===== src/rtl/button_conditioner.sv =====
`default_nettype none
// ============================================================================
//  Module      : button_conditioner (with package calc_pkg)
//  Description : Synchronises, debounces and converts raw button levels into
//                single-cycle one-hot calc_pkg::buttons_t pulses with
//                one-key rollover. Auto-repeat is compiled in when the macro
//                BUTTON_CONDITIONER_REPEAT_EN is defined.
//  Revision    : 1.0 - initial release
// ============================================================================

package calc_pkg;
  localparam int NUM_BUTTONS = 23;

  // Declared in priority order: the MSB (clear) is the highest priority key,
  // so the priority encoder simply picks the highest set bit.
  typedef struct packed {
    logic clear;
    logic mem_recall;
    logic mem_clear;
    logic mem_sub;
    logic mem_add;
    logic op_percent;
    logic op_sqrt;
    logic op_div;
    logic op_mul;
    logic op_sub;
    logic op_add;
    logic op_eq;
    logic dot;
    logic num_1;
    logic num_2;
    logic num_3;
    logic num_4;
    logic num_5;
    logic num_6;
    logic num_7;
    logic num_8;
    logic num_9;
    logic num_0;
  } buttons_t;
endpackage

module button_conditioner #(
  parameter int DEBOUNCE_CYCLES = 20,
  parameter int REPEAT_DELAY    = 500,
  parameter int REPEAT_PERIOD   = 100
) (
  input  logic                             clk_i,
  input  logic                             rst_i,
  input  logic [calc_pkg::NUM_BUTTONS-1:0] buttons_raw_i,
  output calc_pkg::buttons_t               buttons_o,
  output logic                             held_o
);

  localparam int N     = calc_pkg::NUM_BUTTONS;
  localparam int CNT_W = $clog2(DEBOUNCE_CYCLES + 1);
  localparam int IDX_W = $clog2(N);
  localparam logic [CNT_W-1:0] CNT_LAST = CNT_W'(DEBOUNCE_CYCLES - 1);

  typedef enum logic [1:0] {
    IDLE  = 2'd0,
    PRESS = 2'd1,
    HELD  = 2'd2
  } state_t;

  logic [N-1:0]     sync_meta;
  logic [N-1:0]     sync;
  logic [N-1:0]     stable;
  logic [IDX_W-1:0] top_idx;
  logic [IDX_W-1:0] active;
  logic [IDX_W-1:0] active_next;
  logic [N-1:0]     pulse_next;
  logic             rep_fire;
  state_t           state;
  state_t           state_next;

  // Two-flop synchroniser on every raw button bit
  always_ff @(posedge clk_i) begin
    if (rst_i) begin
      sync_meta <= '0;
      sync      <= '0;
    end else begin
      sync_meta <= buttons_raw_i;
      sync      <= sync_meta;
    end
  end

  generate
    for (genvar i = 0; i < N; i++) begin : g_debounce
      logic [CNT_W-1:0] cnt;
      logic             level;

      // Accept a new level only after it differs for DEBOUNCE_CYCLES edges in a row
      always_ff @(posedge clk_i) begin
        if (rst_i) begin
          cnt   <= '0;
          level <= 1'b0;
        end else if (sync[i] == level) begin
          cnt <= '0;
        end else if (cnt == CNT_LAST) begin
          cnt   <= '0;
          level <= ~level;
        end else begin
          cnt <= cnt + CNT_W'(1);
        end
      end

      assign stable[i] = level;
    end
  endgenerate

  // Priority encoder: highest set bit wins
  always_comb begin
    top_idx = '0;
    for (int j = 0; j < N; j++) begin
      if (stable[j]) top_idx = IDX_W'(j);
    end
  end

`ifdef BUTTON_CONDITIONER_REPEAT_EN
  localparam int REP_MAX = (REPEAT_DELAY > REPEAT_PERIOD) ? REPEAT_DELAY : REPEAT_PERIOD;
  localparam int REP_W   = $clog2(REP_MAX + 1);
  localparam logic [REP_W-1:0] DELAY_LAST  = REP_W'(REPEAT_DELAY - 1);
  localparam logic [REP_W-1:0] PERIOD_LAST = REP_W'(REPEAT_PERIOD - 1);
  localparam logic [REP_W-1:0] REP_SAT     = '1;

  logic [REP_W-1:0] rep_cnt;
  logic             rep_first;
  logic             rep_live;

  // rep_cnt counts cycles since the last pulse; the first gap is the longer delay
  assign rep_fire = (state == HELD) && rep_live && stable[active] &&
                    (rep_cnt == (rep_first ? DELAY_LAST : PERIOD_LAST));

  // Repeat timer: armed on PRESS, killed for good once the active key drops
  always_ff @(posedge clk_i) begin
    if (rst_i) begin
      rep_cnt   <= '0;
      rep_first <= 1'b0;
      rep_live  <= 1'b0;
    end else if (state == PRESS) begin
      rep_cnt   <= '0;
      rep_first <= 1'b1;
      rep_live  <= 1'b1;
    end else if (state == HELD) begin
      if (!stable[active]) rep_live <= 1'b0;
      if (rep_fire) begin
        rep_cnt   <= '0;
        rep_first <= 1'b0;
      end else if (rep_live && (rep_cnt != REP_SAT)) begin
        rep_cnt <= rep_cnt + REP_W'(1);
      end
    end
  end
`else
  assign rep_fire = 1'b0;
`endif

  // Next-state and pulse decode for the press/held FSM
  always_comb begin
    state_next  = state;
    active_next = active;
    pulse_next  = '0;
    case (state)
      IDLE: begin
        if (|stable) begin
          active_next = top_idx;
          state_next  = PRESS;
        end
      end
      PRESS: begin
        pulse_next[active] = 1'b1;
        state_next         = HELD;
      end
      HELD: begin
        if (rep_fire) pulse_next[active] = 1'b1;
        if (~|stable) state_next = IDLE;
      end
      default: state_next = IDLE;
    endcase
  end

  // FSM state, captured key and registered outputs
  always_ff @(posedge clk_i) begin
    if (rst_i) begin
      state     <= IDLE;
      active    <= '0;
      buttons_o <= '0;
      held_o    <= 1'b0;
    end else begin
      state     <= state_next;
      active    <= active_next;
      buttons_o <= calc_pkg::buttons_t'(pulse_next);
      held_o    <= (state == HELD);
    end
  end

endmodule
`default_nettype wire

===== config.mk =====
export PLATFORM = sky130hd
export DESIGN_NAME = button_conditioner
export DESIGN_NICKNAME = d
export VERILOG_FILES = /design/src/rtl/button_conditioner.sv
export SDC_FILE = /design/constraint.sdc
export NUM_CORES = 1
export LEC_CHECK = 0
export CAP_MARGIN = 10
export CORE_MARGIN = 2
export CORE_UTILIZATION = 30
export CTS_BUF_LIST = sky130_fd_sc_hd__clkbuf_16
export DETAILED_ROUTE_END_ITERATION = 8
export GPL_ROUTABILITY_DRIVEN = 0
export PLACE_DENSITY = 0.46
export SYNTH_ARGS = -nofsm -noshare
export SYNTH_HDL_FRONTEND = slang
export SYNTH_SLANG_ARGS = --single-unit

===== constraint.sdc =====
create_clock -name clk_i -period 1.9 [get_ports clk_i]
set_input_delay 0.38 -clock clk_i [delete_from_list [all_inputs] [get_ports clk_i]]
set_output_delay 0.38 -clock clk_i [all_outputs]
set_load 0.05 [all_outputs]

-- After elaboration in Yosys (flattened, before gate mapping)
Cells that the tools add are included.
- mux-type cells: 27
- equality and inequality tests: 50
- add/sub/neg operators: 23
- order comparisons: 2
- bitwise operators: 47
- reduce and logical (&&, ||, !) cells: 52
- operator list (operator ; count):
    $add 5x1->5 const B ; 23
    $eq 5x5->1 const B ; 23
    $mux 5 ; 21
    $reduce_or 3->1 ; 23
    $reduce_and 2->1 ; 25
    $not 1->1 ; 47
    $eq 1x1->1 ; 23
    $reduce_or 23->1 ; 1
    $lt 5x6->1 const B ; 1
    $pmux 2 s3 ; 1
    $demux 1 s5 ; 1
    $ge 5x1->1 const B ; 1
    $mux 2 ; 2
    $ne 2x2->1 const B ; 2
    $eq 2x1->1 const B ; 1
    $eq 2x2->1 const B ; 1
    $logic_not 2->1 ; 1
    $mux 1 ; 2
    $reduce_or 2->1 ; 1
    $logic_and 1x1->1 ; 1
- bits in registers: 215
- bits of input ports: 25
- logic and storage cells: 275
- output and inout port bits: 24

-- Depth between registers and ports, before layout
Gate-level depths: netlist of run 1.
- depth in word-level cells: 22
- gate-level depth with buffers: 6
- depth with buffers taken out: 5

-- Worst setup path before layout of run 1
Ideal clock, no wire load.
- path type: register to register
- start: register g_debounce[11].level
- end: register active[2]
- arrival: 1.698 ns
- slack: 0.088 ns
- cell stages (with the launch flop): 7
- data required time: 1.786 ns
- path buffers: 1
- cell sequence: dfxtp_1 or4_4 nor4b_4 a311o_1 buf_6 mux2i_1 nor2_1
- longest elaborated chain between the ends: 12
- elaborated cells between the ends (all ways): 14
- those cells by class: mux: 12; reduce/logical: 2
- ends and longest elaborated chain (item ; line ; source):
    from (decl) ; 91 ; logic level;
    from (signal assigned) ; 102 ; level <= ~level;
    $mux 5 (12 in a row) ; 116 ; if (stable[j]) top_idx = IDX_W'(j);
    to (signal assigned) ; 192 ; active <= active_next;
    to (decl) ; 70 ; logic [IDX_W-1:0] active;
Parallel ways exist; a longest one is shown, timed or not.
A chain may end at the register's enable or synchronous reset.

-- Final worst setup path of run 1
- start: register g_debounce[6].level
- end: register active[0]
- longest elaborated chain between the ends: 17
- elaborated cells between the ends (all ways): 19
- those cells by class: mux: 17; reduce/logical: 2
- ends and longest elaborated chain (item ; line):
    from (decl) ; 91
    from (signal assigned) ; 102
    $mux 5 (17 in a row) ; 116
Parallel ways exist; a longest one is shown, timed or not.

==> results of run 1 <==
==> timing repair <==
action	4_1_cts	5_1_grt
gates resized for setup	20	5
pin swaps	0	5
gates cloned	0	0
setup endpoints to repair	20	6
==> worst max path at each step <==
stage          slack [ns]         to  cells after the start                  from
6_report             0.11  active[0]                      5   g_debounce[6].level
5_1_grt              0.02  active[2]                      5  g_debounce[11].level
4_1_cts              0.01  active[2]                      5  g_debounce[11].level
3_5_place_dp         0.02  active[2]                      5  g_debounce[11].level
3_3_place_gp         0.02  active[2]                      5  g_debounce[11].level
2_1_floorplan        0.09  active[2]                      6  g_debounce[11].level
==> critical path: cells and delay by family, from the launching register on <==
family             cells  cell delay (ns)
AOI/OAI and AO/OA      2             0.55
DFF                    1             0.41
and+or+nand+nor        3             0.78
==> power by group <==
| part | leakage (nW) | switching [W] | internal [W] | total (W) |
|---|---|---|---|---|
| Sequential | 1.74 | 0.0000307 | 0.00457 | 0.00460 |
| Combinational | 1.40 | 0.0000818 | 0.000103 | 0.000185 |
| Clock | 0.372 | 0.00173 | 0.00236 | 0.00408 |
==> registers in the layout (all words and copies together) (netlist names) <==
| register | count |
|---|---|
| held_o | 1 |
| state | 2 |
| buttons_o | 23 |
| active | 5 |
| g_debounce.cnt | 115 |
| sync_meta | 23 |
| g_debounce.level | 23 |
| sync | 23 |
==> metrics by stage <==
step                      setup slack, ns  total power [W]
final                              0.1050         0.008871
after global routing              0.01669         0.009233
after CTS                         0.01216         0.009046
after detailed placement          0.01978         0.004890
after global placement            0.02221         0.004890
after floorplan                   0.08805         0.004799
==> layout make-up <==
class	count	area, um2
fill	2538	15800
sequential	215	4305
multi-input combinational	520	3223
timing repair buffer	69	629.4
clock buffer	25	625.6
tap	330	412.9
inverter	29	108.9
clock inverter	17	73.82
==> cells in the final DEF, fill, tap and decap left out, types with 19 or more instances in the layout <==
master           synthesis  routed
mux2i_1                 23      23
nand3_1                 47      47
dlygate4sd2_1            0      20
ha_1                    23      23
nor2b_1                 46      46
xnor2_1                 46      46
clkdlybuf4s50_1          0      23
or3_1                   24      24
nor3_1                  21      21
clkbuf_16                0      25
inv_1                   29      34
dfxtp_1                215     214
nand2_1                 19      19
xor2_1                  46      46
buf_4                    1      23
nor2_1                 176     176
==> routing by layer <==
layer  wire length, um  global-route usage
met5                 0                   0
met4               381             0.03389
met3               431             0.02121
met2              5634              0.1599
met1              6930              0.1386
==> logic make-up after synthesis <==
group / share of synthesized area
buf+inv: 0.02420
flops: 0.5586
fa+ha+maj: 0.03735
mux: 0.02988
simple gates: 0.2275
compound gates: 0.01786
xor+xnor: 0.1046
==> results.tsv, run 1 <==
stage	metric	value	unit
global_route	total track usage	0.1017	
sta	Slew headroom	0.6675	
layout	Layout Utilization	0.3725	
power	pwr/cell area	945.8	nW/um2
power	leakage	3.519	nW
setup_path	CP required	2.34	ns
detailed_routing	DRC violations left	0	
sta	Total Neg Setup Slack	0	ns
min_path	worst hold path class	input port to register	
logic_synthesis	top_reg_cell synth	dfxtp_1	
global_route	pin count of the biggest net entering global routing	31	
sta	RSZ-0062 raised after global routing	false	
logic_synthesis	Synth warnings	0	
logic_synthesis	Mapped Area	7705	um2
clock_tree	Clock Latency Late Sink	0.50	ns
detailed_routing	post-route antenna net violation count	0	
logic_synthesis	post-synth top area share	0.5586	
die	Die ar.	26980	um2
layout	Finished Cell Area	9379	um2
die	FP Rows	58	
logic_synthesis	most frequent cell after synthesis	dfxtp_1	
setup_path	r2r startpoint	g_debounce[6].level	
sta	Max Slew Vio Count	0	
setup_path	crit path max fanout	6	
sta	Fin. Hold Viols	0	
die	Die Y-Extent	164.3	um
placement	dpl cells	1163	
setup_path	Crit Path Category	register to register	
global_route	vias in the first global route	4859	
placement	# port buffers	48	
layout	n_diodes	0	
detailed_routing	drt total wl	13380	um
min_path	hold endpoint	state[0]	
layout	Final Net Count	907	
logic_synthesis	Async S/R FF share, synth	0	
logic_synthesis	Seq cells post-synth	215	
clock_tree	clock tree from TritonCTS	yes	
die	Die W	164.3	um
clock_tree	Post-CTS Setup Bufs	0	
power	Peak VDD IR	641.9	uV
min_path	Hold Crit Depth	2	
layout	share of layout cells above drive strength 1	0.07886	
logic_synthesis	syn_area_per_cell	9.916	um2
placement	DP Area	8691	um2
setup_path	cell chain of the critical path	nor4_1 > and3_1 > a311o_2 > or4_1 > o21ai_1	
clock_tree	TritonCTS Buffers	24	
layout	Layout Cells excl Fill	1205	
setup_path	Reg2Reg Setup Slack	0.11	ns
setup_path	Worst R2R Path Depth	5	
setup_path	slowest stage delay, CP	0.47	ns
setup_path	CP startpoint kind	register	
setup_path	r2r endpoint	active[0]	
clock_tree	clk buf depth	3	
detailed_routing	Iteration-0 DRC Markers	139	
clock_tree	CTS Root Cell	clkbuf_16	
logic_synthesis	Synth cell types	40	
detailed_routing	vias per inst	4.215	
logic_synthesis	Syn Inst Count	777	
flow_run	Max Cap Viol	0	
sta	worst-margin pin slew	0.4920	ns
clock_tree	clk sinks	215	
outcome	status	finished, final reports clean	
sta	setup violators final	0	
clock_tree	H-tree Lvls	1	
setup_path	critical path data arrival time	2.24	ns
sta	Min Hold Slack	0.2408	ns
sta	Fmax	557.1	MHz
die	I/O pin count	49	
clock_tree	Post-CTS Hold Buffers	0	
detailed_routing	DR WL/cell	11.10	um
logic_synthesis	sequential fraction of the synthesis area	0.5586	
logic_synthesis	Net Count, Synth	825	
global_route	initial antenna violation count	0	
logic_synthesis	Synth top cells by count	dfxtp_1 (215), nor2_1 (176), nand3_1 (47)	
placement	detailed placement HPWL	9313	um
clock_tree	Reg clk slew, reported paths	0.06	ns
sta	Max Clock Skew	0.008412	ns
global_route	gr ovfl total	0	
detailed_routing	drt pass-1 iters	4	
setup_path	slowest CP cell	or4_1	
logic_synthesis	Area contributors post-synth	dfxtp_1 (56%), nor2_1 (8.6%), xnor2_1 (5.2%), xor2_1 (5.2%), ha_1 (3.7%)	
min_path	hold wc startpoint	rst_i	
global_route	first-pass GRT wire length	22630	um
layout	area delta synth->final	21.73	%
sta	Period Utilization, post-route	0.9447	
setup_path	CP Capture Type	register	
detailed_routing	routed via count	5079	
die	Core Footprint	25180	um2
logic_synthesis	EDFF count, synth	0	
logic_synthesis	cell taking the most area after synthesis	dfxtp_1	
sta	crit path time final	1.795	ns
die	Initial Util	0.3060	
(Power assumes the default switching activity.)
==> run 2, diff against run 1 <==
- CELL_PAD_IN_SITES_DETAIL_PLACEMENT: default -> 0
- CELL_PAD_IN_SITES_GLOBAL_PLACEMENT: default -> 1
- PLACE_DENSITY: 0.46 -> 0.55
==> run 2 against run 1 <==
Hold slack improved by 0.040 ns. Power rose by 5.2%. Cell area rose by 0.92%. Die area unchanged. Setup slack improved by 0.0097 ns. Sequential share of layout area down 0.41 points. Routed wire length up 6.5%. Non-clock buffer count unchanged. Fmax grew 0.55%. Register-to-register slack hardly changed. Critical path type unchanged. Largest power group unchanged.
==> results.tsv, run 2 (same netlist as run 1, synthesis figures left out) <==
stage	metric	value	unit	change
outcome	status	finished, final reports clean		
detailed_routing	Top Layer Used	met4		
sta	worst-margin pin slew	0.5127	ns	+0.02069 ns
global_route	initial antenna violation count	0		unchanged
placement	detailed placement HPWL	10220	um	+9.7%
power	pwr/cell area	985.8	nW/um2	+4.2%
layout	max FFs per register	115		unchanged
sta	crit path time final	1.785	ns	-0.009732 ns
clock_tree	Clock Latency Late Sink	0.52	ns	+0.02 ns
global_route	vias in the first global route	5230		+7.6%
sta	Period Utilization, post-route	0.9396		-0.005122
clock_tree	TritonCTS Buffers	26		+8.3%
global_route	total track usage	0.1092		+0.007476
die	Die W	164.3	um	unchanged
detailed_routing	post-route antenna net violation count	0		unchanged
setup_path	CP Capture Type	register		
detailed_routing	WL met2	6818	um	+21%
setup_path	WP depth	5		unchanged
detailed_routing	met1 WL	6450	um	-6.9%
layout	most common cell after layout, fill and taps aside	dfxtp_1		
detailed_routing	Iteration-0 DRC Markers	235		+69%
detailed_routing	DR WL/cell	11.77	um	+6.0%
setup_path	cell chain of the critical path	or4_4 > nor4b_4 > a311o_1 > mux2i_1 > nor2_1		
sta	Slew headroom	0.6536		-0.01398
global_route	pin count of the biggest net entering global routing	37		+19%
detailed_routing	drt pass-1 iters	4		unchanged
setup_path	CP delay by family, top	simple AND/OR/NAND/NOR gates		
global_route	first-pass GRT wire length	24270	um	+7.3%
setup_path	CP startpoint kind	register		
clock_tree	Post-CTS Hold Buffers	0		unchanged
clock_tree	Reg clk slew, reported paths	0.06	ns	about the same
min_path	Hold Crit Depth	2		unchanged
die	Core Footprint	25180	um2	unchanged
setup_path	slowest CP cell	or4_4		
detailed_routing	Met3 Wirelength	562	um	+30%
flow_run	Max Cap Viol	0		unchanged
setup_path	slowest stage delay, CP	0.55	ns	+0.08 ns
clock_tree	clk buf depth	3		unchanged
layout	share of layout cells above drive strength 1	0.08059		+0.001733
die	I/O pin count	49		unchanged
layout	area delta synth->final	22.85	%	
sta	Max Slew Vio Count	0		unchanged
layout	most frequent cells in the layout	dfxtp_1 (213), nor2_1 (176), nand3_1 (47)		
min_path	worst hold path class	input port to register		
power	leakage	3.554	nW	+1.0%
detailed_routing	vias per inst	4.292		+1.8%
layout	Layout Cells excl Fill	1211		+0.50%
sta	Max Clock Skew	0.01311	ns	+0.004703 ns
setup_path	CP required	2.29	ns	-0.05 ns
layout	Finished Cell Area	9465	um2	+0.92%
setup_path	crit path buf inv count	0		unchanged
clock_tree	clock tree from TritonCTS	yes		
placement	dpl cells	1162		-0.086%
global_route	gr ovfl total	0		unchanged
clock_tree	CTS Root Cell	clkbuf_16		
sta	setup violators final	0		unchanged
setup_path	critical path data arrival time	2.17	ns	-0.07 ns
detailed_routing	drt total wl	14250	um	+6.5%
die	Die Y-Extent	164.3	um	unchanged
placement	DP Area	8681	um2	-0.12%
placement	# port buffers	48		unchanged
clock_tree	H-tree Lvls	1		unchanged
sta	RSZ-0062 raised after global routing	true		
die	Initial Util	0.3060		unchanged
clock_tree	clk sinks	215		unchanged
power	Peak VDD IR	543.7	uV	-15%
die	Die ar.	26980	um2	unchanged
setup_path	Worst R2R Path Depth	5		unchanged
sta	Fin. Hold Viols	0		unchanged
layout	Biggest register	g_debounce.cnt		
die	FP Rows	58		unchanged
sta	Min Hold Slack	0.2806	ns	+0.03984 ns
setup_path	crit path max fanout	5		-1
detailed_routing	DRC violations left	0		unchanged
layout	n_diodes	0		unchanged
sta	Fmax	560.1	MHz	+0.55%
layout	Final Net Count	909		+0.22%
detailed_routing	routed via count	5198		+2.3%
setup_path	Crit Path Category	register to register		
==> run 2: cell types whose count changed in the layout (fill, tap and decap cells not counted), sizes merged <==
| cell | before | now |
|---|---|---|
| bufinv | 0 | 1 |
| dlygate4sd2 | 20 | 24 |
| clkinvlp | 0 | 3 |
| clkbuf | 25 | 27 |
| clkinv | 12 | 15 |
| inv | 34 | 31 |
| buf | 26 | 22 |
==> run 2: through the flow <==
step	total power, W	utilization	setup slack [ns]	setup TNS, ns
final	0.009331	0.3759	0.1147	0
after CTS	0.009510	0.3755	0.02624	0
after global routing	0.009692	0.3759	-0.02048	-0.02048
after detailed placement	0.004887	0.3447	0.03704	0
after global placement	0.004882	0.3447	0.04389	0
after floorplan	0.004799	-	0.08805	0
==> run 2: final timing paths <==
check	startpoint	end	slack [ns]
setup / recovery	g_debounce[8].level	active[2]	0.11
hold / removal	rst_i	active[4]	0.28
setup reg to reg	g_debounce[8].level	active[2]	0.11
hold reg to reg	sync_meta[16]	sync[16]	0.43
==> run 2: final cells by class <==
class	instances	area, um2
clock inverter	21	128.9
tap	330	412.9
fill	2494	15720
multi-input combinational	520	3214
timing repair buffer	69	618.1
sequential	215	4307
inverter	29	108.9
clock buffer	27	675.6
==> run 2: routing by layer <==
| metal | track usage | vias up |
|---|---|---|
| met3 | 0.02323 | 32 |
| met1 | 0.1343 | 2393 |
| met4 | 0.03907 | 0 |
| li1 | - | 2709 |
| met2 | 0.1877 | 64 |
| met5 | 0 | - |
==> run 2: worst register-to-register path, cell delays in order, from the launching register on <==
cell and delay, ns:
dfxtp_2 0.32, or4_4 0.55, nor4b_4 0.24, a311o_1 0.31
mux2i_1 0.21, nor2_1 0.05
==> run 2: report_power, final <==
group,leakage [nW],total (W),internal [W],switching (W)
registers,1.74,0.00460,0.00457,0.0000315
logic,1.40,0.000182,0.000102,0.0000802
clock network,0.405,0.00455,0.00270,0.00185
total,3.55,0.00933,0.00737,0.00196
==> run 2: timing repair <==
action,in CTS,in global routing
resized for setup,24,2
setup buffers,0,1
pin swaps,0,3
endpoints found under the setup margin,24,5
==> run 3, diff against run 2 <==
- GPL_TIMING_DRIVEN: default -> 0
==> run 3 against run 2 <==
The run now ends with setup timing left. Clock power is 2% lower. Routed wire length is 2.9% higher. Fmax is 6.2% lower. Combinational power is 9% higher. Via count is 2.1% lower. Non-clock buffer count is 2 lower. Cell area is 0.48% lower. Hold slack better by 0.14 ns. Global-route usage is 0.087 points higher. Register-to-register slack worse by 0.12 ns. Critical path depth is 2 higher. Power is 1.0% lower. Critical path type unchanged. Largest cell class unchanged.
==> results.tsv, run 3 (same netlist as run 1, synthesis figures left out) <==
stage	metric	value	unit	change
sta	Period Utilization, post-route	1.001		+0.06185
sta	Fmax	525.5	MHz	-6.2%
setup_path	CP startpoint kind	register		
die	Die W	164.3	um	unchanged
layout	Final Net Count	905		-0.44%
clock_tree	clk sinks	215		unchanged
layout	Biggest register	g_debounce.cnt		
setup_path	Setup crit start	g_debounce[10].level		
setup_path	slowest stage delay, CP	0.56	ns	about the same
setup_path	critical path data arrival time	2.29	ns	+0.12 ns
setup_path	Reg2Reg Setup Slack	-0.003	ns	-0.12 ns
power	Peak VDD IR	498.2	uV	-8.4%
outcome	status	finished, violations left		
setup_path	r2r endpoint	active[1]		
clock_tree	H-tree Lvls	1		unchanged
detailed_routing	vias per inst	4.229		-1.5%
setup_path	Crit Path Category	register to register		
layout	n_diodes	0		unchanged
sta	RSZ-0062 raised after global routing	true		
setup_path	slowest CP cell	or4_4		
outcome	failing checks	setup timing		
die	FP Rows	58		unchanged
sta	setup violators final	1		+1
die	Die Y-Extent	164.3	um	unchanged
power	Pwr Total	0.009237	W	-1.0%
placement	detailed placement HPWL	9981	um	-2.3%
sta	Max Clock Skew	0.007476	ns	-0.005639 ns
layout	most frequent cells in the layout	dfxtp_1 (201), nor2_1 (175), nand3_1 (47)		
setup_path	r2r startpoint	g_debounce[10].level		
clock_tree	Reg clk slew, reported paths	0.06	ns	about the same
flow_run	Max Cap Viol	0		unchanged
sta	crit path time final	1.903	ns	+0.1175 ns
setup_path	crit path max fanout	4		-1
sta	post-route worst setup slack	-0.002782	ns	-0.1175 ns
detailed_routing	DR WL/cell	12.19	um	+3.5%
min_path	hold wc startpoint	buttons_raw_i[8]		
global_route	first-pass GRT wire length	23820	um	-1.9%
power	pwr/cell area	980.5	nW/um2	-0.53%
detailed_routing	drt pass-1 iters	4		unchanged
placement	# port buffers	48		unchanged
sta	Slew headroom	0.5418		-0.1117
layout	share of layout cells above drive strength 1	0.08018		-0.0004070
setup_path	cell chain of the critical path	or4_4 > nor4b_4 > a311o_1 > buf_6 > buf_12 > a21oi_2 > o31a_2		
sta	Max Slew Vio Count	0		unchanged
clock_tree	CTS Root Cell	clkbuf_16		
die	Initial Util	0.3060		unchanged
clock_tree	clk buf depth	3		unchanged
setup_path	CP required	2.29	ns	about the same
detailed_routing	routed via count	5088		-2.1%
setup_path	CP Capture Type	register		
global_route	gr ovfl total	0		unchanged
layout	area delta synth->final	22.26	%	
detailed_routing	post-route antenna net violation count	0		unchanged
sta	worst-margin pin slew	0.6873	ns	+0.1746 ns
global_route	total track usage	0.1100		+0.0008705
detailed_routing	Iteration-0 DRC Markers	151		-36%
sta	Fin. Hold Viols	0		unchanged
clock_tree	Clock Latency Late Sink	0.51	ns	about the same
min_path	Hold Crit Depth	2		unchanged
detailed_routing	DRC violations left	0		unchanged
min_path	worst hold path class	input port to register		
power	leakage	3.517	nW	-1.0%
global_route	pin count of the biggest net entering global routing	15		-59%
global_route	initial antenna violation count	0		unchanged
layout	max FFs per register	115		unchanged
clock_tree	TritonCTS Buffers	24		-7.7%
clock_tree	clock tree from TritonCTS	yes		
placement	dpl cells	1155		-0.60%
die	I/O pin count	49		unchanged
global_route	vias in the first global route	4766		-8.9%
min_path	hold endpoint	sync_meta[8]		
setup_path	Worst R2R Path Depth	7		+2
die	Core Footprint	25180	um2	unchanged
detailed_routing	drt total wl	14660	um	+2.9%
die	Die ar.	26980	um2	unchanged
layout	Layout Cells excl Fill	1203		-0.66%
layout	most common cell after layout, fill and taps aside	dfxtp_1		
## run 3: cell types whose count changed in the layout (fill, tap and decap cells not counted), moves of 3 or more
cell / delta
buf_4: -16
clkinv_1: -3
buf_6: +3
clkbuf_1: +6
inv_1: +3
dfxtp_2: +10
clkbuf_2: +3
dfxtp_1: -12
clkinv_2: -4
## run 3: how the worst max path moves through the flow
stage / to / slack (ns) / cells after the start
final: active[1] / -0.003 / 7
after global routing: active[2] / -0.1 / 6
after CTS: sync[21] / 0.005 / 4
after detailed placement: g_debounce[4].level / -0.66 / 5
after global placement: g_debounce[3].level / -0.69 / 5
after floorplan: active[2] / 0.09 / 6
## run 3: layout make-up
class / instances / area [um2]
plain buffers: 13 / 81.33
clock buffers: 25 / 625.6
repair buffers: 54 / 511.7
flip-flops and latches: 215 / 4327
well taps: 330 / 412.9
fillers: 2570 / 15760
multi-input cells: 520 / 3221
inverters: 29 / 108.9
clock inverters: 17 / 132.6
## run 3: metrics by stage
stage          instance area (um2)    TNS, ns  worst slack, ns  utilization  hold slack (ns)
6_report                      9420  -0.002782        -0.002782       0.3741           0.4254
5_1_grt                       9420    -0.3179         -0.09598       0.3741           0.4117
4_1_cts                       9338          0         0.005058       0.3708           0.4035
3_5_place_dp                  8598     -37.09          -0.6638       0.3414           0.4243
3_3_place_gp                  8598     -39.66          -0.6864       0.3414           0.4228
2_1_floorplan                 7705          0          0.08805            -           0.4138
## run 3: power by group
part	leakage, nW	switching (W)	internal, W	total [W]
combinational	1.37	0.0000973	0.000102	0.000199
clock	0.394	0.00180	0.00264	0.00444
sequential	1.75	0.0000302	0.00457	0.00460
total	3.52	0.00193	0.00731	0.00924
## run 3: timing repair
item                                    in CTS  in global routing
hold buffers                                 0                  0
setup buffers                                1                  5
pin swaps                                    1                  6
gates resized for setup                     27                 21
endpoints found under the setup margin      47                 10
## run 3: critical path: cells and delay by family (launching register included)
family                 cells  cell delay [ns]
AO/OA/AOI/OAI              3             0.36
buffers and inverters      2             0.22
flip-flops                 1             0.35
AND/OR/NAND/NOR            2             0.86
## run 3: metal layers
layer	wire length, um	vias up	track usage
li1	-	2704	-
met1	7435	2293	0.1510
met2	6322	60	0.1731
met3	437	31	0.01970
met4	466	0	0.03947
met5	0	-	0
